File: config.mk
export PLATFORM = sky130hd
export DESIGN_NAME = bp_me_cce_mem_arbiter
export DESIGN_NICKNAME = d
export VERILOG_FILES = /design/src/rtl/bp_me_cce_mem_arbiter_pkg.sv /design/src/rtl/bp_me_cce_mem_arbiter_tracker.sv /design/src/rtl/bp_me_cce_mem_arbiter.sv
export SDC_FILE = /design/constraint.sdc
export NUM_CORES = 1
export LEC_CHECK = 0
export CAP_MARGIN = 20
export CELL_PAD_IN_SITES_DETAIL_PLACEMENT = 2
export CELL_PAD_IN_SITES_GLOBAL_PLACEMENT = 2
export CORE_AREA = 2 2 285 287
export CTS_CLUSTER_DIAMETER = 50
export CTS_CLUSTER_SIZE = 25
export DETAILED_ROUTE_END_ITERATION = 16
export DIE_AREA = 0 0 287 289
export PLACE_DENSITY = 0.54
export SLEW_MARGIN = 10
export SYNTH_ARGS = -nofsm -noshare
export SYNTH_HDL_FRONTEND = slang
export SYNTH_SLANG_ARGS = --single-unit
File: constraint.sdc
create_clock -name clk_i -period 3.4 [get_ports clk_i]
set_clock_uncertainty 0.2 [all_clocks]
set_input_delay 0.51 -clock clk_i [delete_from_list [all_inputs] [get_ports clk_i]]
set_output_delay 0.51 -clock clk_i [all_outputs]
set_load 0.01 [all_outputs]
File: src/rtl/bp_me_cce_mem_arbiter_pkg.sv
// Shared types and configuration for the CCE-to-memory arbiter.
package bp_me_cce_mem_arbiter_pkg;

    typedef enum logic [3:0] {
        e_bp_inv_cfg     = 4'd0,
        e_bp_default_cfg = 4'd1
    } bp_params_e;

    localparam int paddr_width_p      = 40;
    localparam int cce_block_width_p  = 64;
    localparam int lce_id_width_p     = 4;
    localparam int lce_assoc_p        = 8;
    localparam int lce_assoc_width_lp = $clog2(lce_assoc_p);

    typedef struct packed {
        logic [lce_assoc_width_lp-1:0] way_id;
        logic [lce_id_width_p-1:0]     lce_id;
    } bp_cce_mem_payload_s;

    typedef struct packed {
        logic [3:0]                msg_type;
        bp_cce_mem_payload_s       payload;
        logic [paddr_width_p-1:0]  addr;
        logic [2:0]                size;
    } bp_cce_mem_msg_header_s;

    typedef struct packed {
        bp_cce_mem_msg_header_s        header;
        logic [cce_block_width_p-1:0]  data;
    } bp_cce_mem_msg_s;

    localparam int cce_mem_msg_width_lp = $bits(bp_cce_mem_msg_s);

endpackage

File: src/rtl/bp_me_cce_mem_arbiter_tracker.sv
// Small 1r1w FIFO holding the requester id of every outstanding command.
// Enqueue and dequeue may happen together; a full FIFO never accepts,
// even when a dequeue happens in the same cycle.
module bp_me_cce_mem_arbiter_tracker #(
    parameter int width_p = 1,
    parameter int els_p   = 4
) (
    input  logic               clk_i,
    input  logic               reset_i,
    input  logic [width_p-1:0] data_i,
    input  logic               v_i,
    output logic               ready_o,
    output logic [width_p-1:0] data_o,
    output logic               v_o,
    input  logic               yumi_i
);

    localparam int ptr_width_lp = $clog2(els_p);

    logic [width_p-1:0]      mem_q [els_p];
    logic [width_p-1:0]      mem_d [els_p];
    logic [ptr_width_lp-1:0] wr_q, wr_d, rd_q, rd_d;
    logic [ptr_width_lp:0]   count_q, count_d;
    logic                    enq_s, deq_s;

    assign ready_o = (count_q != (ptr_width_lp+1)'(els_p));
    assign v_o     = (count_q != '0);
    assign data_o  = mem_q[rd_q];
    assign enq_s   = v_i & ready_o;
    assign deq_s   = yumi_i & v_o;

    // Next-state for storage, pointers and occupancy.
    always_comb begin
        mem_d   = mem_q;
        wr_d    = wr_q;
        rd_d    = rd_q;
        count_d = count_q;
        if (enq_s) begin
            mem_d[wr_q] = data_i;
            wr_d        = wr_q + ptr_width_lp'(1);
        end else begin
            wr_d        = wr_q;
        end
        if (deq_s) begin
            rd_d = rd_q + ptr_width_lp'(1);
        end else begin
            rd_d = rd_q;
        end
        case ({enq_s, deq_s})
            2'b10:   count_d = count_q + (ptr_width_lp+1)'(1);
            2'b01:   count_d = count_q - (ptr_width_lp+1)'(1);
            default: count_d = count_q;
        endcase
    end

    // State registers; reset drops every tracked entry.
    always_ff @(posedge clk_i) begin
        if (reset_i) begin
            wr_q    <= '0;
            rd_q    <= '0;
            count_q <= '0;
        end else begin
            wr_q    <= wr_d;
            rd_q    <= rd_d;
            count_q <= count_d;
        end
        mem_q <= mem_d;
    end

endmodule

File: src/rtl/bp_me_cce_mem_arbiter.sv
// Round-robin arbiter sharing one CCE-to-memory port among several
// requesters; in-order responses are steered back by a source tracker.
module bp_me_cce_mem_arbiter
    import bp_me_cce_mem_arbiter_pkg::*;
#(
    parameter bp_params_e bp_params_p       = e_bp_inv_cfg,
    parameter int         num_req_p         = 2,
    parameter int         max_outstanding_p = 4,
    localparam int        req_id_width_lp   = $clog2(num_req_p)
) (
    input  logic                                           clk_i,
    input  logic                                           reset_i,
    input  logic [num_req_p-1:0][cce_mem_msg_width_lp-1:0] mem_cmd_i,
    input  logic [num_req_p-1:0]                           mem_cmd_v_i,
    output logic [num_req_p-1:0]                           mem_cmd_ready_o,
    output logic [cce_mem_msg_width_lp-1:0]                mem_cmd_o,
    output logic                                           mem_cmd_v_o,
    input  logic                                           mem_cmd_ready_i,
    input  logic [cce_mem_msg_width_lp-1:0]                mem_resp_i,
    input  logic                                           mem_resp_v_i,
    output logic                                           mem_resp_yumi_o,
    output logic [num_req_p-1:0][cce_mem_msg_width_lp-1:0] mem_resp_o,
    output logic [num_req_p-1:0]                           mem_resp_v_o,
    input  logic [num_req_p-1:0]                           mem_resp_yumi_i,
    output logic                                           error_o
);

    if (num_req_p < 2 || num_req_p > 8) begin : g_bad_num_req
        $fatal(1, "num_req_p must be within 2..8");
    end
    if (max_outstanding_p < 2 || max_outstanding_p > 16
        || (max_outstanding_p & (max_outstanding_p - 1)) != 0) begin : g_bad_outstanding
        $fatal(1, "max_outstanding_p must be a power of two within 2..16");
    end
    if (bp_params_p != e_bp_inv_cfg && bp_params_p != e_bp_default_cfg) begin : g_bad_cfg
        $fatal(1, "unknown bp_params_p");
    end

    logic [req_id_width_lp-1:0] rr_q, rr_d;
    logic                       error_q, error_d;
    logic [req_id_width_lp-1:0] grant_id_s;
    logic                       any_v_s;
    logic                       accept_s;
    logic                       trk_ready_s;
    logic                       trk_v_s;
    logic [req_id_width_lp-1:0] head_s;

    // Rotating priority search starting at rr_q, wrapping at num_req_p.
    always_comb begin : arb
        logic [req_id_width_lp:0] sum_v;
        logic [req_id_width_lp:0] idx_v;
        grant_id_s = '0;
        any_v_s    = 1'b0;
        sum_v      = '0;
        idx_v      = '0;
        for (int i = 0; i < num_req_p; i++) begin
            sum_v = {1'b0, rr_q} + (req_id_width_lp+1)'(i);
            idx_v = (sum_v >= (req_id_width_lp+1)'(num_req_p))
                  ? sum_v - (req_id_width_lp+1)'(num_req_p) : sum_v;
            if (!any_v_s && mem_cmd_v_i[idx_v[req_id_width_lp-1:0]]) begin
                any_v_s    = 1'b1;
                grant_id_s = idx_v[req_id_width_lp-1:0];
            end else begin
                any_v_s    = any_v_s;
            end
        end
    end

    assign mem_cmd_o   = mem_cmd_i[grant_id_s];
    assign mem_cmd_v_o = any_v_s & trk_ready_s & ~reset_i;
    assign accept_s    = mem_cmd_v_o & mem_cmd_ready_i;

    // Only the granted requester sees ready, and only on an actual accept.
    always_comb begin
        mem_cmd_ready_o = '0;
        if (accept_s) begin
            mem_cmd_ready_o[grant_id_s] = 1'b1;
        end else begin
            mem_cmd_ready_o = '0;
        end
    end

    // Advance the round-robin pointer past the requester just served.
    always_comb begin
        rr_d = rr_q;
        if (accept_s) begin
            rr_d = (grant_id_s == req_id_width_lp'(num_req_p - 1))
                 ? '0 : grant_id_s + req_id_width_lp'(1);
        end else begin
            rr_d = rr_q;
        end
    end

    // Steer the response to the requester at the tracker head.
    always_comb begin
        mem_resp_v_o = '0;
        if (mem_resp_v_i && trk_v_s && !reset_i) begin
            mem_resp_v_o[head_s] = 1'b1;
        end else begin
            mem_resp_v_o = '0;
        end
    end

    assign mem_resp_yumi_o = mem_resp_yumi_i[head_s] & mem_resp_v_o[head_s];

    // Response payload is broadcast unchanged to every requester.
    always_comb begin
        for (int i = 0; i < num_req_p; i++) begin
            mem_resp_o[i] = mem_resp_i;
        end
    end

    // A response arriving with nothing outstanding is a protocol error.
    always_comb begin
        error_d = error_q | (mem_resp_v_i & ~trk_v_s);
    end

    // Pointer and sticky error registers.
    always_ff @(posedge clk_i) begin
        if (reset_i) begin
            rr_q    <= '0;
            error_q <= 1'b0;
        end else begin
            rr_q    <= rr_d;
            error_q <= error_d;
        end
    end

    assign error_o = error_q;

    bp_me_cce_mem_arbiter_tracker #(
        .width_p (req_id_width_lp),
        .els_p   (max_outstanding_p)
    ) tracker (
        .clk_i   (clk_i),
        .reset_i (reset_i),
        .data_i  (grant_id_s),
        .v_i     (accept_s),
        .ready_o (trk_ready_s),
        .data_o  (head_s),
        .v_o     (trk_v_s),
        .yumi_i  (mem_resp_yumi_o)
    );

endmodule
==> flow_summary.toml, run 1 <==
[power_and_ir_drop]
vdd_ir_drop_max_v = 0.000113
leakage_nw = 2.30
power_density_nw_per_um2 = 182

[yosys]
synth_nets = 809
synth_common_cells = "236 x buf_4, 118 x mux2_2, 11 x nor2_1"
synth_top_area_share = 0.455
async_flop_share = 0
ys_seq_elements = 13
yosysTopAreaCell = "buf_4"
synth_most_common_cell = "buf_4"
synthTopCellsByArea = "buf_4 46%, mux2_2 34%, dfxtp_1 4.6%, edfxtp_1 3.1%, ha_1 1.6%"
syn_avg_cell_area_um2 = 8.82
synth_cell_types = 34
syn_inst = 441
synth_ff_type = "dfxtp_1"
ys_seq_area_frac = 0.0772
ys_warn_count = 0
syn-cell-area_um2 = 3890
synth_edf_count = 4

[cts]
cts.sinks = 13
post_cts_resize_count = 0
clk_pin_slew_ns = 0.05
cts_buffer_depth = 2
hold_buffers = 0
htree_levels = 1
cts-root-buf = "clkbuf_16"
cts_buffers = 3
cts_setup_buffers = 0
clk_latency_ns = 0.25
cts_tree = "yes"

[route]
ant_nets = 0
wl_um = 24400
drc = 0
post_drt_wl_per_cell_um = 14.8
drt-pass1-iter-count = 4
vias_per_cell = 2.15
vias = 3534
first_iter_violations = 45

[setup_path]
critPathLaunchType = "input port"
crit_path_top_delay_cell = "clkdlybuf4s50_1"
end_kind = "output pin"
cpPeakStageDelay_ns = 0.54
path_class = "in -> out"
arrival_ns = 2.60
reg2regPathDepth = 9
r2r-end = "tracker.count_q[2]"
path_cells = "clkdlybuf4s50_1, a21boi_4, buf_12, buf_4, mux2_2, clkdlybuf4s50_1"
path_max_fanout = 17
critical_path_depth = 6
cp.required_ns = 2.69
path_buf_inv = 4
cp_common_cell = "clkdlybuf4s50_1"
rr_startpoint = "tracker.rd_q[0]"
cp_top_family = "buffers and inverters"
regToRegSetupSlack_ns = 0.35

[flow_run]
max_cap_violations = 0

[timing]
fin_crit_sh = 0.973
drv_slew = 0
tns_ns = 0
clock.fmax_mhz = 302
fin_crit_ns = 3.31
rsz0062_at_grt = "no"
slew_headroom = 0.570
worst_slew_pin_slew_ns = 0.640
setup_violations = 0
final_hold_viol_count = 0
holdWs_ns = 0.270

[outcome]
status = "completed"

[floorplan]
rows = 104
die_y_um = 289
die_area_um2 = 82900
fp.dieW_um = 287
num_io_pins = 723
initial_utilization = 0.0487
core_region_area_um2 = 79900

[placed_design]
gp_congestion = 0.730
port_buffers = 368
hpwlAfterDp_um = 22500

[grt]
grt_max_degree = 40
antenna_found_initial = 5
grt_pass1_vias = 4193
grt_pass1_wl_um = 31600
grt_use_total = 0.0541
overflow = 0

[finish]
nFillCells = 9458
syn2layout_area_growth_pct = 87.6
final_net_count = 949
drive_gt1_frac = 0.274

[worst_hold_path]
hp-class = "reg -> reg"
whs_path_depth = 2
min_to = "error_o"
min_from = "error_o"
cell type report:
type | count | area, um2 | area share
Timing Repair Buffer | 385 | 3820 | 0.523
Multi-Input combinational cell | 169 | 1730 | 0.238
Tap cell | 1060 | 1330 | 0.182
Sequential cell | 13 | 300 | 0.0411
Clock buffer | 3 | 75.1 | 0.0103
Inverter | 9 | 33.8 | 0.00463
Clock inverter | 1 | 5.00 | 0.000686
Antenna cell | 2 | 5.00 | 0.000686
layout by cell type, fill, tap and decap left out, types with 2 or more instances in the layout:
cell	synthesis	final
and2_1	5	5
inv_1	9	9
and2_2	2	2
a21oi_1	3	3
nor2_1	11	11
clkdlybuf4s50_1	0	357
buf_4	236	25
ha_1	5	5
dfxtp_1	9	9
mux2_2	118	118
buf_12	0	3
diode_2	0	2
a31o_2	2	2
nor3_1	2	2
clkbuf_16	0	3
edfxtp_1	4	4
a211oi_1	2	2
xor2_1	2	2
how the worst max path moves through the flow:
stage,startpoint,endpoint,slack (ns)
floorplan,tracker.rd_q[0],tracker.count_q[2],0.57
finish,mem_cmd_v_i[1],mem_cmd_o[76],0.09
detailed placement,mem_cmd_v_i[1],mem_cmd_o[76],0.07
global route,mem_cmd_v_i[1],mem_cmd_o[80],0.02
global placement,mem_cmd_v_i[1],mem_cmd_o[76],0.05
CTS,mem_cmd_v_i[1],mem_cmd_o[76],0.05
per-stage QoR:
step,power [W],util,cells,worst slack (ns),area (um2)
global placement,0.00112,0.0903,1636,0.0501,7220
global route,0.00140,0.0913,1640,0.0168,7300
CTS,0.00137,0.0913,1640,0.0487,7300
floorplan,0.000738,-,441,0.572,3890
finish,0.00133,0.0914,1642,0.0926,7300
detailed placement,0.00113,0.0903,1636,0.0718,7220
worst min-delay path, delay by kind of cell, from the launching register on:
kind	cells	cell delay, ns
AOI/OAI and AO/OA	1	0.04
DFF	1	0.32
and+or+nand+nor	1	0.07
power breakdown:
part | switching, W | internal (W) | total, W
Sequential | 0.00000588 | 0.000167 | 0.000173
Clock | 0.0000739 | 0.000157 | 0.000231
Combinational | 0.000335 | 0.000592 | 0.000928
routing by layer:
| layer | vias to the layer above | routed length, um | global-route usage |
|---|---|---|---|
| li1 | 1507 | - | - |
| met3 | 48 | 3620 | 0.0331 |
| met4 | 4 | 444 | 0.0100 |
| met5 | - | 80 | 0.00682 |
| met2 | 447 | 12400 | 0.102 |
| met1 | 1528 | 7840 | 0.0494 |
logic make-up after synthesis:
group                      after synthesis  synth area share
adders and majority gates                6            0.0212
and+or+nand+nor                         27            0.0386
DFF                                     13            0.0772
muxes                                  120             0.350
xor gates and xnor gates                 3           0.00675
AOI/OAI and AO/OA                       13            0.0264
buffers and inverters                  259             0.480
flip-flops by register name, indices dropped and copies added, names as in the netlist:
register         flops
tracker.mem_q        4
error_o              1
tracker.rd_q         2
tracker.count_q      3
tracker.wr_q         2
rr_q                 1
(Power assumes the default switching activity.)
==> run 2, diff against run 1 <==
HOLD_SLACK_MARGIN = 0.06   (was default)
==> results of run 2 <==
The final DEF is identical to that of run 1; final timing and power are the same.
